$ cat config.mk
export PLATFORM = sky130hd
export DESIGN_NAME = dmem_wait_responder_flat
export DESIGN_NICKNAME = d
export VERILOG_FILES = /design/src/rtl/dmem_wait_responder_if.sv /design/src/rtl/dmem_wait_responder.sv /design/src/flat_wrapper.sv
export SDC_FILE = /design/constraint.sdc
export NUM_CORES = 2
export LEC_CHECK = 0
export BUFFER_PORTS_ARGS = -buffer_cell sky130_fd_sc_hd__buf_2
export CORE_UTILIZATION = 50
export CTS_CLUSTER_DIAMETER = 120
export CTS_CLUSTER_SIZE = 16
export DETAILED_ROUTE_END_ITERATION = 8
export HOLD_SLACK_MARGIN = 0.08
export MAX_ROUTING_LAYER = met4
export PLACE_DENSITY_LB_ADDON = 0.3
export SLEW_MARGIN = 10
export SYNTH_ARGS = -nofsm -noshare
export SYNTH_HDL_FRONTEND = slang
export SYNTH_SLANG_ARGS = --single-unit
$ cat constraint.sdc
create_clock -name clk -period 5.18 [get_ports clk]
set_input_delay 0.259 -clock clk [delete_from_list [all_inputs] [get_ports clk]]
set_output_delay 0.259 -clock clk [all_outputs]
set_load 0.1 [all_outputs]
$ cat src/rtl/dmem_wait_responder_if.sv
// Request/response bundle between the MEM stage and the data-memory responder.
interface dmem_wait_responder_if;
  logic        req_valid;
  logic        req_we;
  logic [31:0] req_addr;
  logic [31:0] req_wdata;
  logic        req_ready;
  logic        resp_valid;
  logic [31:0] resp_rdata;
  logic        resp_err;
  logic        stall;
  logic [15:0] acc_count;

  // MEM stage side
  modport master (
    output req_valid, req_we, req_addr, req_wdata,
    input  req_ready, resp_valid, resp_rdata, resp_err, stall, acc_count
  );

  // Responder side
  modport slave (
    input  req_valid, req_we, req_addr, req_wdata,
    output req_ready, resp_valid, resp_rdata, resp_err, stall, acc_count
  );
endinterface

$ cat src/rtl/dmem_wait_responder.sv
// Data-memory responder for the MEM stage: accepts one request at a time,
// waits LAT cycles, performs the word access and returns a one-cycle response.
// The memory array itself is never reset.
module dmem_wait_responder #(
  parameter int unsigned ADDR_W = 6,
  parameter int unsigned LAT    = 2
) (
  input  logic                 clk,
  input  logic                 reset_n,
  dmem_wait_responder_if.slave bus
);

  localparam int unsigned DEPTH    = 1 << ADDR_W;
  localparam logic [3:0]  CNT_INIT = 4'(LAT - 1);

  typedef enum logic [1:0] {
    S_IDLE,
    S_WAIT,
    S_RESP
  } state_e;

  state_e              state_q, state_d;
  logic [3:0]          cnt_q, cnt_d;
  logic                we_q, we_d;
  logic [ADDR_W-1:0]   idx_q, idx_d;
  logic [31:0]         wdata_q, wdata_d;
  logic                resp_valid_q, resp_valid_d;
  logic [31:0]         resp_rdata_q, resp_rdata_d;
  logic                resp_err_q, resp_err_d;
  logic [15:0]         acc_count_q, acc_count_d;
  logic                mem_we;
  logic                addr_err;

  logic [31:0] mem_q [DEPTH];

  // Misaligned word or any address bit above the memory range.
  always_comb begin
    addr_err = (bus.req_addr[1:0] != 2'b00) || (bus.req_addr[31:ADDR_W+2] != '0);
  end

  // Next-state, request latching and response generation.
  always_comb begin
    state_d      = state_q;
    cnt_d        = cnt_q;
    we_d         = we_q;
    idx_d        = idx_q;
    wdata_d      = wdata_q;
    resp_valid_d = 1'b0;
    resp_rdata_d = resp_rdata_q;
    resp_err_d   = resp_err_q;
    acc_count_d  = acc_count_q;
    mem_we       = 1'b0;

    unique case (state_q)
      S_IDLE: begin
        if (bus.req_valid) begin
          we_d    = bus.req_we;
          idx_d   = bus.req_addr[ADDR_W+1:2];
          wdata_d = bus.req_wdata;
          if (addr_err) begin
            state_d      = S_RESP;
            resp_valid_d = 1'b1;
            resp_err_d   = 1'b1;
            resp_rdata_d = '0;
          end else begin
            state_d = S_WAIT;
            cnt_d   = CNT_INIT;
          end
        end
      end
      S_WAIT: begin
        if (cnt_q != 4'd0) begin
          cnt_d = cnt_q - 4'd1;
        end else begin
          state_d      = S_RESP;
          resp_valid_d = 1'b1;
          resp_err_d   = 1'b0;
          resp_rdata_d = we_q ? '0 : mem_q[idx_q];
          mem_we       = we_q;
          if (acc_count_q != 16'hFFFF) begin
            acc_count_d = acc_count_q + 16'd1;
          end
        end
      end
      S_RESP: begin
        state_d = S_IDLE;
      end
      default: begin
        state_d = S_IDLE;
      end
    endcase
  end

  // State and response registers with synchronous active-low reset.
  always_ff @(posedge clk) begin
    if (!reset_n) begin
      state_q      <= S_IDLE;
      cnt_q        <= '0;
      we_q         <= 1'b0;
      idx_q        <= '0;
      wdata_q      <= '0;
      resp_valid_q <= 1'b0;
      resp_rdata_q <= '0;
      resp_err_q   <= 1'b0;
      acc_count_q  <= '0;
    end else begin
      state_q      <= state_d;
      cnt_q        <= cnt_d;
      we_q         <= we_d;
      idx_q        <= idx_d;
      wdata_q      <= wdata_d;
      resp_valid_q <= resp_valid_d;
      resp_rdata_q <= resp_rdata_d;
      resp_err_q   <= resp_err_d;
      acc_count_q  <= acc_count_d;
    end
  end

  // Store commit; a reset on the commit edge discards the store.
  always_ff @(posedge clk) begin
    if (mem_we && reset_n) begin
      mem_q[idx_q] <= wdata_q;
    end
  end

  // Handshake and hazard-unit outputs.
  always_comb begin
    bus.req_ready  = (state_q == S_IDLE);
    bus.stall      = (state_q == S_WAIT) || ((state_q == S_IDLE) && bus.req_valid);
    bus.resp_valid = resp_valid_q;
    bus.resp_rdata = resp_rdata_q;
    bus.resp_err   = resp_err_q;
    bus.acc_count  = acc_count_q;
  end

endmodule
$ cat src/flat_wrapper.sv
// flat-port wrapper written by rule: the top's interface ports become plain ports
module dmem_wait_responder_flat 
#(
  parameter int unsigned ADDR_W = 6,
  parameter int unsigned LAT    = 2
)
  (clk, reset_n, bus_req_valid, bus_req_we, bus_req_addr, bus_req_wdata, bus_req_ready, bus_resp_valid, bus_resp_rdata, bus_resp_err, bus_stall, bus_acc_count);
  dmem_wait_responder_if bus_i ();
  input  logic clk;
  input  logic reset_n;
  input wire logic [$bits(bus_i.req_valid)-1:0] bus_req_valid;
  input wire logic [$bits(bus_i.req_we)-1:0] bus_req_we;
  input wire logic [$bits(bus_i.req_addr)-1:0] bus_req_addr;
  input wire logic [$bits(bus_i.req_wdata)-1:0] bus_req_wdata;
  output wire logic [$bits(bus_i.req_ready)-1:0] bus_req_ready;
  output wire logic [$bits(bus_i.resp_valid)-1:0] bus_resp_valid;
  output wire logic [$bits(bus_i.resp_rdata)-1:0] bus_resp_rdata;
  output wire logic [$bits(bus_i.resp_err)-1:0] bus_resp_err;
  output wire logic [$bits(bus_i.stall)-1:0] bus_stall;
  output wire logic [$bits(bus_i.acc_count)-1:0] bus_acc_count;
  assign bus_i.req_valid = bus_req_valid;
  assign bus_i.req_we = bus_req_we;
  assign bus_i.req_addr = bus_req_addr;
  assign bus_i.req_wdata = bus_req_wdata;
  assign bus_req_ready = bus_i.req_ready;
  assign bus_resp_valid = bus_i.resp_valid;
  assign bus_resp_rdata = bus_i.resp_rdata;
  assign bus_resp_err = bus_i.resp_err;
  assign bus_stall = bus_i.stall;
  assign bus_acc_count = bus_i.acc_count;
  dmem_wait_responder #(.ADDR_W(ADDR_W), .LAT(LAT)) u_core (.clk(clk), .reset_n(reset_n), .bus(bus_i));
endmodule
* Word level (Yosys, flattened, before mapping)
Memories as Yosys holds them, arrays and structs flattened. A register that Yosys moved wholly into a read port is not among the register bits.
Cells that the tools add are included.
** Storage, ports and cells
- Flip-flop bits (word level) :: 95
- Bits in writable memories :: 2048
- Input port bits :: 68
- Word-level logic and storage cells :: 61
- Memories kept :: 1
** Operators by class
- Add/sub/neg operators :: 2
- Eq/ne operators :: 7
- Muxes and demuxes :: 27
- Bitwise operators :: 1
- Reductions and logical operators :: 14
** Memory list
- u_core.mem_q :: depth 64, width 32, read ports 1, clocked after Yosys merged registers in 1, write ports 1, line dmem_wait_responder.sv:34 : logic [31:0] mem_q [DEPTH];
** Operator list (count)
- 2-to-1 mux 32 bit :: 4
- case mux 32 bit (2 select lines) :: 1
- nonzero test 24 bit :: 1
- adder 16 x 1 -> 16 bit (second input constant) :: 1
- != test 16 bit (second input constant) :: 1
- 2-to-1 mux 4 bit :: 3
- 2-to-1 mux 6 bit :: 2
- 2-to-1 mux 1 bit :: 10
- case mux 4 bit (2 select lines) :: 1
- AND reduction 4 bit :: 2
- 2-to-1 mux 2 bit :: 3
- != test 2 bit (second input constant) :: 3
- != test 2 x 1 -> 1 bit (second input constant) :: 2
- case mux 1 bit (2 select lines) :: 2
- case mux 2 bit (2 select lines) :: 1
- AND reduction 2 bit :: 2
- nonzero test 2 bit :: 2
- nonzero test 4 bit :: 1
- subtractor 4 x 1 -> 4 bit (second input constant) :: 1
- AND reduction 3 bit :: 1
- equality test 2 x 1 -> 1 bit (second input constant) :: 1
- logical AND 1 bit :: 2
- logical NOT 2 bit :: 1
- logical OR 1 bit :: 2
- NOT 1 bit :: 1

* Longest topological paths before layout
- Word-level depth :: 6
- Gate-level depth with buffers :: 11

* Worst setup path before layout
No wires, ideal clock.
- Path kind :: register to register
- Start :: reg u_core.cnt_q[0]
- End :: mem u_core.mem_q[63][0] (enable)
- Setup time :: 421 ps
- Data arrival time :: 3280 ps
- Required time :: 4759 ps
- Path slack :: 1479 ps
- Stages on the path, launching flop included :: 9
- Path buffers :: 1
- Clock period less this slack :: 3701 ps
- Path through :: dfxtp_1 > inv_1 > ha_1 > or3b_4 > or2_0 > clkbuf_1 > nor3_1 > nand3_1 > nor2_1
** Between the ends
- Cells in the longest elaborated chain, start to end :: 6
** RTL lines
- start, declared :: line dmem_wait_responder.sv:23 : logic [3:0] cnt_q, cnt_d;
- start signal, assigned :: line dmem_wait_responder.sv:108 : cnt_q <= cnt_d;
- nonzero test 4 bit :: line dmem_wait_responder.sv:72 : if (cnt_q != 4'd0) begin
- 2-to-1 mux 1 bit :: line dmem_wait_responder.sv:72
- 2-to-1 mux 1 bit :: line dmem_wait_responder.sv:54 : unique case (state_q)
- logical AND 1 bit :: line dmem_wait_responder.sv:121 : if (mem_we && reset_n) begin
- 2-to-1 mux 1 bit :: line dmem_wait_responder.sv:121
- 2-to-1 mux 1 bit (not written as such) :: line dmem_wait_responder.sv:122 : mem_q[idx_q] <= wdata_q;
- end, declared :: line dmem_wait_responder.sv:34
Every way passes these cells.

* Worst setup path in the final report
- Start :: reg u_core.cnt_q[0]
- End :: mem u_core.mem_q[2][28] (enable)
Same word-level chain as after synthesis.

==> flow_metrics.py <==
metrics = {
    "outcome": {
        "status": "complete, no violations",
    },
    "timing": {
        "relSlewSlack": 0.157,
        "skew_ns": 0.0296,
        "slew_viol_final": 0,
        "setup_viol": 0,
        "max_freq_ghz": 0.225,
        "rsz0062_at_grt": "false",
        "final.setup.tns_ns": 0,
        "fin_crit_sh": 0.859,
        "finalCriticalPeriod_ns": 4.45,
        "hold_viol_final": 0,
        "worst_slew_pin_slew_ns": 1.26,
    },
    "die": {
        "die_w_um": 407,
        "start_util": 0.504,
        "boundaryPins": 120,
        "core_area_um2": 163000,
        "dieArea_um2": 166000,
        "die_h_um": 407,
        "num_rows": 148,
    },
    "clock_network": {
        "clock_latency_ns": 0.81,
        "cts-buffers-inserted": 152,
        "clkTransAtPathRegs_ns": 0.07,
        "numClockSinks": 2149,
        "cts_root_buffer": "clkbuf_16",
        "h-tree-depth": 4,
        "cts_buffer_depth": 3,
        "tritoncts": "yes",
        "cts_resized": 0,
        "postCtsSetupRepairBufs": 0,
    },
    "global_routing": {
        "grt_util_all_layers": 0.263,
        "grt_pass1_wl_mm": 296,
        "grt_max_degree": 71,
        "antenna_found_initial": 14,
        "grt_pass1_vias": 39800,
        "grt_overflow": 0,
    },
    "power_and_ir_drop": {
        "p_total_mw": 32.5,
        "peakVddDrop_uv": 353,
        "pwr_density_cell_nw_per_um2": 357,
        "power.leakage_nw": 27.0,
    },
    "yosys": {
        "ys_ff_latch": 2149,
        "synthMuxAreaShare": 0.155,
        "yosys.cell_types.count": 60,
        "async_flop_share": 0,
        "yosysWarnings": 0,
        "postSynthCellCount": 3913,
        "syn_area_um2": 82000,
        "synth-xor-area-share": 0.00139,
        "synth_top_family_by_area": "multiplexers",
        "syn_avg_cell_area_um2": 21.0,
        "synth_adder_area_share": 0.000305,
        "synth-edff-count": 2048,
        "synth.net_count": 3983,
        "yosys.area_share.simple": 0.0230,
        "synthFlopType": "edfxtp_1",
        "synth_compound_area_frac": 0.0315,
        "yosysSeqAreaShare": 0.775,
    },
    "cells_and_area": {
        "layout_commonest_cell": "edfxtp_1",
        "fin_area_um2": 91000,
        "fill_cells": 11900,
        "layout_common_cells": "2048 x edfxtp_1, 445 x mux4_2, 251 x mux2i_1",
        "area_growth_pct": 10.9,
        "final_nets": 4239,
        "drive_gt1_frac": 0.238,
    },
    "placed_design": {
        "gp_congestion": 0.879,
        "hpwl_mm": 125,
        "placed_area_um2": 86100,
        "port_buffers": 119,
    },
    "route": {
        "via_per_inst": 6.39,
        "m1WireLength_mm": 85.4,
        "postRouteAntennaNets": 0,
        "totalWireLength_mm": 209,
        "dr.pass1.iters": 5,
        "dr_wl_met3_mm": 22.2,
        "num_vias": 41100,
        "top_layer_used": "met4",
        "drc": 0,
        "routedWlPerCell_um": 32.5,
        "drt-initial-drc-count": 5827,
        "routed-wl-met2_mm": 96.1,
    },
    "worst_setup_path": {
        "crit_chain": "inv_1 -> ha_1 -> or3b_4 -> or2_0 -> nor3_1 -> nand2_1 -> nor2_4 -> buf_4",
        "critPathSlowestCell": "nor2_4",
        "arrival_ns": 4.94,
        "crit_family": "simple AND/OR/NAND/NOR gates",
        "endpoint_kind": "register",
        "path_max_fanout": 25,
        "required_ns": 5.67,
        "path_buf_inv": 2,
        "path_class": "register to register",
        "slowest_delay_ns": 1.03,
        "startpoint_type": "register",
    },
    "min_path": {
        "min_path_type": "input pin to register",
    },
    "run": {
        "cap_viol_max_count": 0,
    },
}
[per-layer routing]
layer  GRT usage  vias to the layer above
met5           -                        -
met4      0.0727                        0
met3      0.0509                      248
met2       0.378                     2306
met1       0.386                    21900
li1            -                    16700
[area by class of cell]
type	count	area (um2)	area share
Sequential cell	2149	63600	0.699
Multi-Input combinational cell	1526	17900	0.196
Clock buffer	232	4210	0.0463
Tap cell	2175	2720	0.0299
Timing Repair Buffer	321	2400	0.0264
Clock inverter	10	110	0.00121
Inverter	19	71.3	0.000784
Antenna cell	4	10.0	0.000110
[synthesized netlist by cell type (all sizes together), types with 14 or more instances]
cell | count | share of area
a21oi | 113 | 0.0069
inv | 19 | 0.00087
a22oi | 49 | 0.0045
nand4 | 15 | 0.0011
mux4 | 445 | 0.12
a221oi | 32 | 0.0034
nor3 | 19 | 0.0012
nand3 | 34 | 0.0021
o221ai | 24 | 0.0026
o21ai | 53 | 0.0032
o211ai | 14 | 0.0013
o22ai | 25 | 0.0019
nor2b | 18 | 0.0014
mux2i | 251 | 0.031
dfxtp | 101 | 0.025
mux2 | 19 | 0.0026
clkbuf | 74 | 0.0034
nand2 | 147 | 0.0067
a32o | 26 | 0.0032
buf | 145 | 0.0095
edfxtp | 2048 | 0.75
nor2 | 128 | 0.0059
[flip-flops by register name, summed over array words and instances (netlist names), 2 cells and up, named ones only]
name	count
u_core.cnt_q	4
u_core.bus.acc_count	16
u_core.mem_q	2048
u_core.state_q	2
u_core.bus.resp_rdata	32
u_core.wdata_q	32
u_core.idx_q	6
[worst reg2reg max path: cells and delay by family, from the launching register on]
family | cells | cell delay [ns]
flip-flops | 1 | 0.31
adder cells (fa/ha/maj) | 1 | 0.22
buffers and inverters | 2 | 0.44
AND/OR/NAND/NOR | 5 | 3.17
[logic make-up after synthesis]
logic type | Yosys count
compound gates | 381
xor+xnor | 13
fa+ha+maj | 2
buf+inv | 238
flops | 2149
mux | 715
simple gates | 415
[power breakdown]
| group | internal, mW | switching [mW] |
|---|---|---|
| registers | 19.1 | 0.222 |
| clock network | 5.61 | 5.64 |
| logic | 0.681 | 1.22 |
[worst paths after layout]
check,startpoint,to,slack [ns],cells after the start
worst min-delay path,bus_req_wdata[8],u_core.wdata_q[8],0.24,4
worst max register to register,u_core.cnt_q[0],u_core.mem_q[2][28],0.73,8
worst max-delay path,u_core.cnt_q[0],u_core.mem_q[2][28],0.73,8
worst min register to register,u_core.wdata_q[0],u_core.wdata_q[0],0.45,2
[timing repair]
action | 4_1_cts | 5_1_grt
hold buffers | 49 | 0
hold endpoints to repair | 51 | 0
setup endpoints to repair | 0 | 0
[metrics by stage]
stage | instances | util | setup slack [ns] | hold slack (ns)
2_1_floorplan | 3913 | - | 1.48 | 0.395
3_3_place_gp | 6139 | 0.529 | 0.877 | 0.439
3_5_place_dp | 6139 | 0.529 | 0.865 | 0.444
4_1_cts | 6430 | 0.559 | 0.820 | 0.184
5_1_grt | 6434 | 0.559 | 0.501 | 0.218
6_report | 6436 | 0.559 | 0.730 | 0.238
Power figures use the tool's default switching activity.
